`src/rtl/dpe_pcapmux.sv`:
```
// dpe_pcapmux: round-robin, packet-atomic merge of NUM_CH AXI-Stream taps into one tagged stream,
// with per-channel packet/byte counters and an optional rotating ready-throttle mask.
module dpe_pcapmux #(
  parameter int NUM_CH = 4,
  parameter int DATA_WIDTH = 128,
  parameter int CNT_WIDTH = 32,
  parameter int THROTTLE_EN = 0,
  parameter logic [15:0] THROTTLE_PATTERN = 16'hFFFF,
  localparam int KW = DATA_WIDTH / 8,
  localparam int IDW = NUM_CH > 1 ? $clog2(NUM_CH) : 1
) (
  input  logic                          clk,
  input  logic                          rst,
  input  logic [NUM_CH*DATA_WIDTH-1:0]  s_tdata,
  input  logic [NUM_CH*KW-1:0]          s_tkeep,
  input  logic [NUM_CH-1:0]             s_tvalid,
  input  logic [NUM_CH-1:0]             s_tlast,
  output logic [NUM_CH-1:0]             s_tready,
  output logic [DATA_WIDTH-1:0]         m_tdata,
  output logic [KW-1:0]                 m_tkeep,
  output logic                          m_tvalid,
  output logic                          m_tlast,
  output logic [IDW-1:0]                m_tid,
  input  logic                          m_tready,
  output logic [NUM_CH*CNT_WIDTH-1:0]   pkt_count,
  output logic [NUM_CH*CNT_WIDTH-1:0]   byte_count
);
  localparam int PW = $clog2(KW + 1);

  typedef enum logic {IDLE, PASS} state_t;

  state_t r_state, w_next;
  logic [IDW-1:0] r_ptr, r_grant, w_sel, w_gnext;
  logic [15:0] r_thr;
  logic [NUM_CH-1:0][CNT_WIDTH-1:0] r_pkt, r_byte;
  logic [NUM_CH-1:0][DATA_WIDTH-1:0] w_data;
  logic [NUM_CH-1:0][KW-1:0] w_keep;
  logic [NUM_CH-1:0] w_rdy;
  logic [PW-1:0] w_pop;
  logic w_allow, w_pass, w_acc;

  assign w_data = s_tdata;
  assign w_keep = s_tkeep;
  assign w_allow = THROTTLE_EN != 0 ? r_thr[0] : 1'b1;
  assign w_pass = r_state == PASS;
  assign m_tdata = w_data[r_grant];
  assign m_tkeep = w_keep[r_grant];
  assign m_tlast = s_tlast[r_grant];
  assign m_tvalid = w_pass & s_tvalid[r_grant] & w_allow;
  assign m_tid = r_grant;
  assign w_acc = m_tvalid & m_tready;
  assign w_gnext = r_grant == IDW'(NUM_CH - 1) ? '0 : r_grant + 1'b1;
  assign s_tready = w_rdy;
  assign pkt_count = r_pkt;
  assign byte_count = r_byte;

  // Scan from the highest index down so the channel closest to r_ptr wins last.
  always_comb begin
    w_sel = r_ptr;
    for (int i = NUM_CH - 1; i >= 0; i--)
      if (s_tvalid[IDW'((int'(r_ptr) + i) % NUM_CH)]) w_sel = IDW'((int'(r_ptr) + i) % NUM_CH);
  end

  always_comb begin
    w_rdy = '0;
    w_rdy[r_grant] = w_pass & m_tready & w_allow;
  end

  always_comb begin
    w_pop = '0;
    for (int i = 0; i < KW; i++) w_pop = w_pop + PW'(m_tkeep[i]);
  end

  always_comb begin
    w_next = w_pass ? (w_acc && m_tlast ? IDLE : PASS) : (|s_tvalid ? PASS : IDLE);
  end

  always_ff @(posedge clk or posedge rst) begin
    if (rst) begin
      r_state <= IDLE;
      r_ptr <= '0;
      r_grant <= '0;
      r_thr <= THROTTLE_PATTERN;
      r_pkt <= '0;
      r_byte <= '0;
    end else begin
      r_state <= w_next;
      r_thr <= {r_thr[0], r_thr[15:1]};
      if (!w_pass && |s_tvalid) r_grant <= w_sel;
      if (w_acc) r_byte[r_grant] <= r_byte[r_grant] + CNT_WIDTH'(w_pop);
      if (w_acc && m_tlast) begin
        r_pkt[r_grant] <= r_pkt[r_grant] + 1'b1;
        r_ptr <= w_gnext;
      end
    end
  end
endmodule

```
`config.mk`:
```
export PLATFORM = sky130hd
export DESIGN_NAME = dpe_pcapmux
export DESIGN_NICKNAME = d
export VERILOG_FILES = /design/src/rtl/dpe_pcapmux.sv
export SDC_FILE = /design/constraint.sdc
export NUM_CORES = 1
export LEC_CHECK = 0
export BUFFER_PORTS_ARGS = -buffer_cell sky130_fd_sc_hd__buf_2
export CORE_AREA = 2 2 391 393
export CTS_CLUSTER_DIAMETER = 100
export DETAILED_ROUTE_END_ITERATION = 8
export DIE_AREA = 0 0 393 395
export SYNTH_ARGS = -nofsm -noshare
export SYNTH_HDL_FRONTEND = slang
export SYNTH_SLANG_ARGS = --single-unit
export TNS_END_PERCENT = 20
```
`constraint.sdc`:
```
create_clock -name clk -period 9.45 [get_ports clk]
set_input_delay 2.3625 -clock clk [delete_from_list [all_inputs] [get_ports clk]]
set_output_delay 2.3625 -clock clk [all_outputs]
set_load 0.02 [all_outputs]
```
==> results of run 1 <==
-- state kept, by name, summed over array words and instances (netlist names) --
name and cells:
r_state 1, pkt_count 128, r_ptr 2, m_tid 2
byte_count 128
-- Yosys cell counts (all sizes together) --
cell,number,share of area (%)
a211o,5,0.27
a21boi,2,0.092
a21o,2,0.092
a21oi,4,0.12
a31oi,1,0.038
and2,6,0.23
and3,6,0.23
and3b,1,0.053
and4,1,0.053
buf,39,2.0
clkbuf,65,1.5
dfrtp,261,40
fa,12,1.5
ha,13,0.99
inv,36,0.83
mux2,45,3.1
mux2i,3,0.18
mux4,210,29
nand2,241,5.5
nand3,14,0.43
nand4,17,0.78
nand4b,1,0.092
nor2,18,0.41
nor2b,5,0.19
nor3,16,0.52
nor3b,5,0.23
nor4,7,0.46
nor4b,2,0.24
o2111a,1,0.069
o2111ai,7,0.37
o211ai,5,0.23
o21a,1,0.046
o21ai,210,6.4
o221ai,1,0.053
o31ai,5,0.23
or2,2,0.076
or4,2,0.092
xnor2,25,1.3
xor2,33,1.8
-- worst max-delay path by stage --
stage	startpoint	to	slack [ps]	cells after the start
finish	s_tkeep[53]	byte_count[124]	2170	18
global route	s_tkeep[0]	byte_count[28]	1920	20
CTS	s_tkeep[0]	byte_count[28]	2100	20
detailed placement	s_tkeep[0]	byte_count[28]	1460	20
global placement	s_tkeep[0]	byte_count[60]	1490	20
floorplan	s_tkeep[53]	byte_count[106]	2200	17
-- logic make-up (layout without fill, tap and decap cells) --
kind of cell    Yosys count  in the layout  synth area share (%)
compound gates          244            244                  8.03
other cells               0             72                     0
buf+inv                 140           1120                  4.30
xor+xnor                 58             58                  3.15
fa+ha+maj                25             25                  2.46
simple gates            344            344                  9.62
flops                   261            261                  39.9
mux                     258            258                  32.6
-- layer usage --
metal	vias to the layer above	GRT usage (%)	part of all wire, %
li1	7024	-	-
met1	8629	23.4	37
met2	1221	32.6	46
met3	350	9.99	13
met4	80	4.12	3.0
met5	-	1.03	0.31
-- worst max-delay path: stages --
cell and delay, ps:
buf_2 90, mux4_2 500, fa_1 690, fa_1 560, inv_1 50, fa_1 500
inv_1 50, fa_1 480, inv_1 50, fa_1 400, fa_1 420, nor2b_1 120
o21ai_0 130, a21boi_2 260, buf_4 320, o2111a_1 350, nor3_1 80, a211o_1 290
-- power by group through the flow --
stage / clock network [uW] / registers (uW) / logic, uW
floorplan: 0 / 1360 / 2920
global placement: 0 / 1350 / 5160
detailed placement: 0 / 1350 / 5160
CTS: 1450 / 1330 / 5170
global route: 1490 / 1340 / 5410
finish: 1400 / 1330 / 5080
-- metrics by stage --
step           setup slack [ps]  cells
4_1_cts                    2100   4340
3_5_place_dp               1460   4276
2_1_floorplan              2200   1330
5_1_grt                    1920   4379
6_report                   2170   4412
3_3_place_gp               1490   4276
-- area by class of cell --
class | count | area (um2) | share of cell area, %
Multi-Input combinational cell | 929 | 9170 | 36.7
Sequential cell | 261 | 6540 | 26.2
Clock buffer | 47 | 1040 | 4.18
Inverter | 36 | 139 | 0.556
Clock inverter | 17 | 184 | 0.736
Antenna cell | 72 | 180 | 0.721
Tap cell | 2030 | 2540 | 10.2
Timing Repair Buffer | 1020 | 5190 | 20.8
==> metrics.md, run 1 <==
| Metric | Value |
|---|---|
| Max frequency | 137 MHz |
| Die width | 393 um |
| # clock sinks | 261 |
| First-pass GRT wire length | 195,000 um |
| Worst Path Arrival | 7750 ps |
| Post-route cell area | 25,000 um2 |
| Average size of a mapped cell | 12.3 um2 |
| Postcts setup bufs | 0 |
| WL/cell | 36.5 um |
| Inserted Clock Buffers | 36 |
| # H-tree levels | 2 |
| Status | completed |
| CTS root buf | clkbuf_16 |
| Switching Fraction | 51.9% |
| Area of the core | 151,000 um2 |
| WHS | 498 ps |
| Skew final | 15.1 ps |
| HPWL after DPL | 143,000 um |
| Drt first pass iters | 5 |
| Vias in the first global route | 16,300 |
| Final Max Slew Viols | 0 |
| Height of the die | 395 um |
| Full die area | 155,000 um2 |
| Clk slew on worst S/H paths | 50 ps |
| Iter 0 DRT Violations | 1,331 |
| Commonest non-fill, non-tap cell in the layout | buf_2 |
| Largest net degree at the start of global routing | 125 |
| Number of port buffers | 994 |
| Initial Utilization | 10.8% |
| Post-detailed-routing wire length | 161,000 um |
| Initial antenna violation count | 207 |
| Worst Path Max Fanout | 13 |
| Antenna-violating nets left | 0 |
| Most frequent cells in the layout | 994 x buf_2, 259 x dfrtp_1, 233 x nand2_1, 198 x o21ai_0, 192 x mux4_2 |
| Fill count | 17,000 |
| Worst-margin pin slew | 1270 ps |
| Post-route DRC | 0 |
| Final Util | 16.5% |
| Placed Instance Area | 23,600 um2 |
| Hold Crit Class | flop to flop |
| Fin crit share | 77.0% |
| Leak pwr | 0.0116 uW |
| Synth Cell Area | 16,400 um2 |
| Share of layout cells above drive strength 1 | 58.1% |
| # IOs | 995 |
| Crit start category | input pin |
| Crit. End Element | flop |
| GRT Overall Usage | 20.0% |
| R2R depth | 19 |
| CTS Buffer Depth | 3 |
| Worst EP required | 9920 ps |
| CTS tree | built |
| Synth Instances | 1,330 |
| P_int | 3760 uW |
| Fin. Hold Viols | 0 |
| Synth cell types | 54 |
| Flop and latch count out of synthesis | 261 |
| CTS resizes | 0 |
| Final setup vio count | 0 |
| Mapped Nets | 1,942 |
| Area Growth Syn to Fin | 52.6% |
| Clock share of power | 18.0% |
| WS Path Type | input pin to flop |
| Net load switching power | 4050 uW |
| Hold endpoint | byte_count[98] |
| FF-to-FF End | byte_count[124] |
| Vias per cell | 3.92 |
| Peak supply drop | 0.000390 V |
| Row cnt | 143 |
| Reg2Reg Setup Slack | 3120 ps |
| Sequential-to-total area share from yosys stat | 39.9% |
| Max_slew headroom | 14.5% |
| Tot Pwr | 7810 uW |
| Post-route minimum period | 7280 ps |
| RR Startpoint | m_tid[0] |
| Gpl congestion | 1.02 |
| Via count | 17,300 |
| Hold depth | 2 |
| Post-route setup TNS | 0 ps |
| CTS hold repair buffers | 0 |
| YS warnings | 0 |
| Nets | 2,896 |
| Sequential share of power | 17.0% |
| Grt ovf | 0 |
| PD cells | 313 nW/um2 |
| Max-cap violations | 0 |
| RSZ-0062 raised after global routing | false |
| Min-delay src | byte_count[98] |
| Later-pin clock latency in the skew report | 580 ps |
| Gate power share | 65.1% |
Power figures use the tool's default switching activity.
==> run 2, diff against run 1 <==
Settings changed: ABC_AREA set to 1, CORE_AREA 2 2 391 393 to 2 2 392 394, DIE_AREA 0 0 393 395 to 0 0 394 396.
Clock period 9.45 ns to 7.3 ns, I/O delays scaled along.
==> metrics.md, run 2 <==
| Metric | Value |
|---|---|
| Grt ovf | 0 |
| Status | completed |
| Drt first pass iters | 6 |
| Worst Path Max Fanout | 4 |
| Postcts setup bufs | 0 |
| GRT Overall Usage | 24.6% |
| Leak pwr | 0.0143 uW |
| Worst EP required | 7810 ps |
| Synth Cell Area | 19,300 um2 |
| Mapped Nets | 3,716 |
| CTS tree | built |
| Nets | 4,599 |
| Die width | 394 um |
| Delay-heaviest family, CP | adder cells |
| Hold endpoint | byte_count[36] |
| Height of the die | 396 um |
| Later-pin clock latency in the skew report | 570 ps |
| CTS hold repair buffers | 0 |
| Post-route minimum period | 6380 ps |
| Reg2Reg Setup Slack | 1190 ps |
| Full die area | 156,000 um2 |
| Register area | 6540 um2 |
| Synth Area in Adders | 2.08% |
| Area Growth Syn to Fin | 44.8% |
| PD cells | 638 nW/um2 |
| Most frequent cells in the layout | 1,238 x nand2_1, 994 x buf_2, 385 x nor2_1, 355 x o21ai_0, 259 x dfrtp_1 |
| Min-delay src | byte_count[36] |
| Share of layout cells above drive strength 1 | 29.2% |
| Post-route DRC | 0 |
| Crit path buffers/inverters | 7 |
| CTS Buffer Depth | 3 |
| Max-cap violations | 0 |
| Vias per cell | 4.37 |
| Largest family of logic cells by synthesized area | simple AND/OR/NAND/NOR gates |
| WL/cell | 32.2 um |
| Post-detailed-routing wire length | 199,000 um |
| Most common flop cell mapped by yosys | dfrtp_1 |
| Async set or reset register ratio after synthesis | 100% |
| Number of synthesized flops with an enable pin | 0 |
| Post-route cell area | 28,000 um2 |
| Iter 0 DRT Violations | 2,510 |
| Max_slew headroom | 19.4% |
| FF-to-FF End | byte_count[82] |
| Post-route setup TNS | 0 ps |
| Hold Crit Class | flop to flop |
| Fin crit share | 87.3% |
| Yosys top cell area share | 33.8% |
| Post-synthesis simple-gate area fraction | 39.7% |
| Crit. End Element | flop |
| Synth cell types | 36 |
| Clk slew on worst S/H paths | 60 ps |
| RR Startpoint | m_tid[0] |
| Hold depth | 2 |
| Skew final | 25.9 ps |
| # clock sinks | 261 |
| Antenna-violating nets left | 0 |
| Inserted Clock Buffers | 36 |
| Crit start category | input pin |
| Crit-path slowest cell | fa_1 |
| Final Util | 18.5% |
| Final Max Slew Viols | 0 |
| HPWL after DPL | 171,000 um |
| WS Path Type | input pin to flop |
| Number of port buffers | 994 |
| CTS root buf | clkbuf_16 |
| Tot Pwr | 17,900 uW |
| Max frequency | 157 MHz |
| Via count | 27,100 |
| Worst-margin pin slew | 1210 ps |
| Row cnt | 143 |
| Vias in the first global route | 25,200 |
| CTS resizes | 0 |
| Final setup vio count | 0 |
| Area of the core | 152,000 um2 |
| Initial antenna violation count | 191 |
| Gpl congestion | 0.986 |
| Post-Synth XOR/XNOR Area | 1.44% |
| Crit-path most repeated cell | nand2_1 |
| Synth Instances | 3,104 |
| Post-synthesis mux area share | 0% |
| YS warnings | 0 |
| R2R depth | 25 |
| Synth Area in Compound Gates | 15.8% |
| Top post-synthesis cells by area | dfrtp_1 34%, nand2_1 24%, o21ai_0 9.2% |
| RSZ-0062 raised after global routing | false |
| Peak supply drop | 0.00107 V |
| # H-tree levels | 2 |
| Multi-input gate area | 11,400 um2 |
| # IOs | 995 |
| Worst Path Arrival | 6880 ps |
| Top cells by count, synth | 1,238 x nand2_1, 388 x nor2_1, 355 x o21ai_0 |
| Average size of a mapped cell | 6.23 um2 |
| Critical Path Max Stage Delay | 530 ps |
| Fin. Hold Viols | 0 |
| Initial Utilization | 12.8% |
| Fill count | 17,800 |
| Top-count cell post-synth | nand2_1 |
| First-pass GRT wire length | 254,000 um |
| Commonest non-fill, non-tap cell in the layout | nand2_1 |
| Placed Instance Area | 26,400 um2 |
| Largest net degree at the start of global routing | 146 |
| Synth area leader | dfrtp_1 |
| Flop and latch count out of synthesis | 261 |
| Sequential-to-total area share from yosys stat | 33.8% |
run 2: cell count changes after synthesis, moves of 61 or more:
cell,before,now
inv_1,36,97
mux4_2,192,0
nand2_1,240,1238
nand3_1,14,239
nor2_1,18,388
o21ai_0,198,355
o22ai_1,0,140
run 2: report_power, final:
group | switching (uW) | total [uW] | internal, uW
clock network | 747 | 1900 | 1160
logic | 9830 | 13400 | 3600
registers | 558 | 2530 | 1970
run 2: worst max path at each step:
| stage | from | endpoint | slack, ps | cells past startpoint |
|---|---|---|---|---|
| detailed placement | s_tkeep[16] | byte_count[18] | 330 | 25 |
| global route | s_tkeep[16] | byte_count[122] | 620 | 26 |
| floorplan | s_tkeep[16] | byte_count[26] | 740 | 25 |
| finish | s_tkeep[19] | byte_count[82] | 920 | 25 |
| CTS | s_tkeep[16] | byte_count[82] | 950 | 25 |
| global placement | s_tkeep[48] | byte_count[58] | 360 | 26 |
run 2: cells by family (layout without fill, tap and decap cells):
| kind of cell | after synthesis | after routing |
|---|---|---|
| AND/OR/NAND/NOR | 1917 | 1917 |
| AO/OA/AOI/OAI | 561 | 561 |
| buffers and inverters | 310 | 1220 |
| flip-flops | 261 | 261 |
| XOR/XNOR | 30 | 30 |
| adder cells (fa/ha/maj) | 25 | 25 |
| other | 0 | 150 |
run 2: final cells by class:
cell class,instances,area share (%)
Multi-Input combinational cell,2533,40.8
Sequential cell,261,23.4
Timing Repair Buffer,1046,19.4
Tap cell,2030,9.07
Clock buffer,49,3.61
Inverter,109,1.58
Antenna cell,150,1.34
Clock inverter,16,0.858
run 2: worst reg2reg max path, delay by kind of cell (launching register included):
| kind | cells | cell delay [ps] |
|---|---|---|
| adders and majority gates | 6 | 2830 |
| and+or+nand+nor | 10 | 1200 |
| DFF | 1 | 710 |
| buffers and inverters | 7 | 700 |
| AOI/OAI and AO/OA | 1 | 330 |
| xor gates and xnor gates | 1 | 280 |
run 2: metal layers:
layer  track usage [%]  vias up  share of wire, %
li1                  -    12100                 -
met1              26.7    13000                36
met2              41.9     1551                48
met3              7.90      429               9.2
met4              14.1       12               6.9
met5                 0        -             0.040
run 2: metrics by stage:
step / cells / hold slack, ps / worst slack, ps
after floorplan: 3104 / 546 / 739
after global placement: 5979 / 479 / 357
after detailed placement: 5979 / 481 / 328
after CTS: 6044 / 496 / 954
after global routing: 6158 / 519 / 619
final: 6194 / 502 / 924
